===== src/rtl/seq_shift_add_multiplier_if.sv =====
// Operand/product handshake bundle for seq_shift_add_multiplier.
// Signal suffixes are from the multiplier's (slave) point of view.
interface seq_shift_add_multiplier_if #(
  parameter int unsigned WIDTH = 8
);
  logic               valid_i;
  logic               ready_o;
  logic               signed_i;
  logic [WIDTH-1:0]   op1_i;
  logic [WIDTH-1:0]   op2_i;
  logic               valid_o;
  logic               ready_i;
  logic [2*WIDTH-1:0] product_o;

  modport slave (
    input  valid_i, signed_i, op1_i, op2_i, ready_i,
    output ready_o, valid_o, product_o
  );

  modport master (
    output valid_i, signed_i, op1_i, op2_i, ready_i,
    input  ready_o, valid_o, product_o
  );
endinterface


===== src/rtl/seq_shift_add_multiplier.sv =====
// Radix-2 shift-add multiplier: sign-magnitude core, WIDTH iterations plus one
// cycle to apply the sign, valid/ready on both sides, registered product.
module seq_shift_add_multiplier #(
  parameter  int unsigned WIDTH = 8,
  localparam int unsigned CNT_W = $clog2(WIDTH + 1)
) (
  input  logic                         clk_i,
  input  logic                         rst_i,
  seq_shift_add_multiplier_if.slave    bus
);

  typedef enum logic [1:0] {IDLE, BUSY, DONE} state_t;

  state_t               state_q;
  logic [CNT_W-1:0]     cnt_q;
  logic [WIDTH-1:0]     mcand_q;
  logic [WIDTH-1:0]     mplier_q;
  logic [2*WIDTH-1:0]   acc_q;
  logic                 neg_q;
  logic [2*WIDTH-1:0]   product_q;
  logic                 valid_q;

  logic                 ready;
  logic                 accept;
  logic [WIDTH-1:0]     mag1;
  logic [WIDTH-1:0]     mag2;
  logic                 neg_d;
  logic [WIDTH:0]       sum;
  logic [2*WIDTH-1:0]   acc_d;

  always_comb begin
    ready  = ~rst_i & ((state_q == IDLE) | ((state_q == DONE) & bus.ready_i));
    accept = bus.valid_i & ready;
    // Negating the most-negative value wraps to 2^(WIDTH-1), the correct magnitude.
    mag1   = (bus.signed_i & bus.op1_i[WIDTH-1]) ? -bus.op1_i : bus.op1_i;
    mag2   = (bus.signed_i & bus.op2_i[WIDTH-1]) ? -bus.op2_i : bus.op2_i;
    neg_d  = bus.signed_i & (bus.op1_i[WIDTH-1] ^ bus.op2_i[WIDTH-1]);
    sum    = {1'b0, acc_q[2*WIDTH-1:WIDTH]} + (mplier_q[0] ? {1'b0, mcand_q} : '0);
    acc_d  = {sum, acc_q[WIDTH-1:1]};
  end

  always_ff @(posedge clk_i or posedge rst_i) begin
    if (rst_i) begin
      state_q   <= IDLE;
      cnt_q     <= '0;
      mcand_q   <= '0;
      mplier_q  <= '0;
      acc_q     <= '0;
      neg_q     <= 1'b0;
      product_q <= '0;
      valid_q   <= 1'b0;
    end else begin
      case (state_q)
        IDLE: ;
        BUSY: begin
          if (cnt_q == CNT_W'(WIDTH)) begin
            product_q <= neg_q ? -acc_q : acc_q;
            valid_q   <= 1'b1;
            state_q   <= DONE;
          end else begin
            acc_q    <= acc_d;
            mplier_q <= mplier_q >> 1;
            cnt_q    <= cnt_q + 1'b1;
          end
        end
        DONE: begin
          if (bus.ready_i) begin
            valid_q <= 1'b0;
            state_q <= IDLE;
          end
        end
        default: state_q <= IDLE;
      endcase
      // Shared load path for IDLE and back-to-back DONE accepts; overrides the case above.
      if (accept) begin
        mcand_q  <= mag1;
        mplier_q <= mag2;
        neg_q    <= neg_d;
        acc_q    <= '0;
        cnt_q    <= '0;
        state_q  <= BUSY;
      end
    end
  end

  assign bus.ready_o   = ready;
  assign bus.valid_o   = valid_q;
  assign bus.product_o = product_q;

endmodule


===== src/flat_wrapper.sv =====
// flat-port wrapper written by rule: the top's interface ports become plain ports
module seq_shift_add_multiplier_flat 
#(
  parameter  int unsigned WIDTH = 8,
  localparam int unsigned CNT_W = $clog2(WIDTH + 1)
)
  (clk_i, rst_i, bus_valid_i, bus_signed_i, bus_op1_i, bus_op2_i, bus_ready_i, bus_ready_o, bus_valid_o, bus_product_o);
  seq_shift_add_multiplier_if #(.WIDTH(WIDTH)) bus_i ();
  input  logic clk_i;
  input  logic rst_i;
  input wire logic [$bits(bus_i.valid_i)-1:0] bus_valid_i;
  input wire logic [$bits(bus_i.signed_i)-1:0] bus_signed_i;
  input wire logic [$bits(bus_i.op1_i)-1:0] bus_op1_i;
  input wire logic [$bits(bus_i.op2_i)-1:0] bus_op2_i;
  input wire logic [$bits(bus_i.ready_i)-1:0] bus_ready_i;
  output wire logic [$bits(bus_i.ready_o)-1:0] bus_ready_o;
  output wire logic [$bits(bus_i.valid_o)-1:0] bus_valid_o;
  output wire logic [$bits(bus_i.product_o)-1:0] bus_product_o;
  assign bus_i.valid_i = bus_valid_i;
  assign bus_i.signed_i = bus_signed_i;
  assign bus_i.op1_i = bus_op1_i;
  assign bus_i.op2_i = bus_op2_i;
  assign bus_i.ready_i = bus_ready_i;
  assign bus_ready_o = bus_i.ready_o;
  assign bus_valid_o = bus_i.valid_o;
  assign bus_product_o = bus_i.product_o;
  seq_shift_add_multiplier #(.WIDTH(WIDTH)) u_core (.clk_i(clk_i), .rst_i(rst_i), .bus(bus_i));
endmodule

===== config.mk =====
export PLATFORM = sky130hd
export DESIGN_NAME = seq_shift_add_multiplier_flat
export DESIGN_NICKNAME = d
export VERILOG_FILES = /design/src/rtl/seq_shift_add_multiplier_if.sv /design/src/rtl/seq_shift_add_multiplier.sv /design/src/flat_wrapper.sv
export SDC_FILE = /design/constraint.sdc
export NUM_CORES = 1
export LEC_CHECK = 0
export CAP_MARGIN = 10
export CORE_MARGIN = 4
export CORE_UTILIZATION = 35
export CTS_CLUSTER_DIAMETER = 60
export DETAILED_ROUTE_END_ITERATION = 8
export PLACE_DENSITY = 0.64
export SETUP_SLACK_MARGIN = 0.3
export SLEW_MARGIN = 10
export SYNTH_ARGS = -nofsm -noshare
export SYNTH_HDL_FRONTEND = slang
export SYNTH_SLANG_ARGS = --single-unit

===== constraint.sdc =====
create_clock -name clk_i -period 5.5 [get_ports clk_i]
set_input_delay 1.1 -clock clk_i [delete_from_list [all_inputs] [get_ports clk_i]]
set_output_delay 1.1 -clock clk_i [all_outputs]
set_load 0.02 [all_outputs]

==> flow_metrics.py <==
metrics = {
    "timing": {
        "setup_slack_ps": 1779,
        "fmax_mhz": 268.7,
        "setup_viol_count_final": 0,
        "hold_violations": 0,
        "worstMarginPinSlew_ps": 1109,
        "finClkSkew_ps": 7.805,
        "maxSlewHeadroom_pct": 26.02,
        "fin_tns_setup_ps": 0,
        "drv_slew": 0,
        "post-route-min-period_ps": 3721,
        "grt_setup_unrepaired": "no",
        "period_share_pct": 67.66,
    },
    "floorplanning": {
        "die_h_um": 101.5,
        "io_pins": 39,
        "core_area_um2": 8341,
        "initial_core_util_pct": 36.69,
        "die_x_um": 101.5,
        "row_count": 33,
        "dieArea_um2": 10300,
    },
    "synth": {
        "yosysSeqAreaShare_pct": 45.79,
        "synth_fa_ha_area_share_pct": 5.969,
        "synthCells": 308,
        "synthMuxAreaShare_pct": 1.390,
        "synth_area_um2": 3060,
        "synth_top_family_by_area": "compound AO/OA/AOI/OAI gates",
        "yosys_warnings": 0,
        "async_flop_share_pct": 100.0,
        "yosys_most_used_dff": "dfrtp_1",
        "synth_area_per_cell_um2": 9.936,
        "synth_edf_count": 0,
        "synth_seq_cells": 56,
        "synth_commonest_cells": "dfrtp_1 (56), nor2_1 (33), a21oi_1 (29)",
        "synth_top_cell_area_share_pct": 45.79,
        "synth-compound-area-share_pct": 20.40,
        "syn-num-nets": 343,
        "synthTopCellsByArea": "dfrtp_1 (46%), ha_1 (5.3%), xor2_1 (5.2%)",
        "synth-xor-area-share_pct": 9.158,
        "synth_top_cell_by_area": "dfrtp_1",
        "synth-simple-area-share_pct": 13.37,
        "ys_types": 44,
        "synth_most_common_cell": "dfrtp_1",
    },
    "critical_path": {
        "crit_path_end_kind": "output pin",
        "cp-start-kind": "input pin",
        "cp_max_fo": 3,
        "ff2ff_path_depth": 8,
        "crit_type": "in -> out",
        "cp.arrival_ps": 2620,
        "r2r_setup_slack_ps": 3110,
        "regToRegStartpoint": "u_core.mplier_q[0]$_DFFE_PP0P_",
        "r2r-end": "u_core.acc_q[13]$_DFFE_PP0P_",
        "required_ps": 4400,
    },
    "route": {
        "wl_um": 5657,
        "drtAntennaViolNets": 0,
        "vias": 2243,
        "wl_per_cell_um": 12.54,
        "via_per_inst": 4.973,
        "dr.pass1.iters": 4,
        "drtIter0Drc": 60,
        "drcViolationCount": 0,
    },
    "clock_tree": {
        "clock_sinks": 56,
        "cts_tree": "yes",
        "clk_pin_slew_ps": 90,
        "cts_setup_buffers": 0,
        "worstSkewPairLatency_ps": 310,
        "ctsHoldBuffers": 0,
        "clockBufferDepth": 2,
        "htree_num_levels": 2,
        "clockRootBuffer": "clkbuf_8",
        "cts_buffers": 5,
        "cts_resized": 0,
    },
    "cells_and_area": {
        "fin_nets": 380,
        "fillCellCount": 814,
        "area_growth_pct": 19.83,
        "diodes": 0,
        "fin_area_um2": 3667,
        "utilization_pct": 43.97,
        "drive_gt1_share_pct": 7.514,
    },
    "run": {
        "max-cap-violations": 0,
    },
    "placement": {
        "place_hpwl_um": 4209,
        "dpl-instance-area_um2": 3546,
        "dp_slack_ps": 1767,
        "portBuffers": 38,
        "place_congestion": 0.8454,
    },
    "worst_hold_path": {
        "holdPathEnd": "u_core.mcand_q[0]$_DFFE_PP0N_",
        "hp-class": "reg -> reg",
        "min-delay-start": "u_core.mcand_q[0]$_DFFE_PP0N_",
        "hold_depth": 2,
    },
    "pwr": {
        "swShare_pct": 40.49,
        "p_per_area_nw_per_um2": 569.2,
        "clkPwrFrac_pct": 13.5,
        "power_mw": 2.087,
        "switchingPower_uw": 845.1,
        "p_int_mw": 1.242,
        "p_seq_share_pct": 37.4,
        "p_comb_share_pct": 49.1,
        "ir_worst_vdd_v": 0.0001607,
        "leakagePower_nw": 1.598,
    },
    "global_routing": {
        "grt.overflow.total": 0,
        "grt_usage_pct": 11.73,
        "grt_max_degree": 57,
        "grt_pass1_wl_um": 9867,
        "grt_pass1_vias": 2175,
        "antenna_found_initial": 0,
    },
    "run_status": {
        "outcome": "completed",
    },
}
-- layout make-up --
class | instances | area [µm²] | share of cell area [%]
Multi-Input combinational cell | 226 | 1550 | 42.27
Sequential cell | 56 | 1401 | 38.21
Timing Repair Buffer | 42 | 410.4 | 11.19
Tap cell | 105 | 131.4 | 3.582
Clock buffer | 6 | 82.58 | 2.252
Inverter | 14 | 52.55 | 1.433
Clock inverter | 2 | 38.79 | 1.058
-- power groups by stage --
stage               clock network [mW]  registers, mW  logic, mW
floorplan                            0          0.818      0.692
global placement                     0          0.783       1.01
detailed placement                   0          0.791       1.04
CTS                              0.290          0.783       1.04
global route                     0.303          0.816       1.15
finish                           0.281          0.781       1.03
-- sequential cells by signal, summed over array words and instances, names as in the netlist --
register,cells
u_core.cnt_q,4
u_core.neg_q,1
u_core.state_q,2
u_core.acc_q,16
u_core.mplier_q,8
u_core.bus.product_o,16
u_core.bus.valid_o,1
u_core.mcand_q,8
-- per-stage QoR --
step | instances | hold WS [ps]
final | 451 | 489.0
after global routing | 451 | 524.0
after CTS | 451 | 490.9
after detailed placement | 443 | 465.5
after global placement | 443 | 460.2
after floorplan | 308 | 438.3
-- logic make-up (layout without fill, tap and decap cells) --
family	count (synthesis)	count (layout)
buffers and inverters	26	64
muxes	4	4
adders and majority gates	14	14
and+or+nand+nor	85	85
AOI/OAI and AO/OA	91	91
DFF	56	56
xor gates and xnor gates	32	32
-- layout by cell type, fill, tap and decap left out, drive strengths merged, types with 5 or more instances in the layout --
master	count
a22o	12
ha	13
clkbuf	6
nand3	7
xor2	18
a22oi	5
nor2	33
and2	9
clkdlybuf4s50	38
nand2	19
dfrtp	56
o31ai	7
o21ai	20
a21oi	29
xnor2	14
inv	14
-- worst max-delay path, cell delays in order --
cell	delay, ps
clkdlybuf4s50_1	470
inv_1	70
a211oi_1	310
clkdlybuf4s50_1	660
-- layer usage --
metal | GRT usage, % | routed length (µm)
met5 | 0 | 0
met3 | 2.066 | 272
met2 | 18.96 | 2541
met1 | 15.90 | 2793
met4 | 3.988 | 50
-- how the worst max path moves through the flow --
| stage | from | depth (start not counted) | to |
|---|---|---|---|
| CTS | bus_ready_i | 4 | bus_ready_o |
| finish | bus_ready_i | 4 | bus_ready_o |
| global placement | bus_ready_i | 4 | bus_ready_o |
| detailed placement | bus_ready_i | 4 | bus_ready_o |
| global route | bus_ready_i | 4 | bus_ready_o |
| floorplan | bus_ready_i | 2 | bus_ready_o |
(Power assumes the default switching activity.)
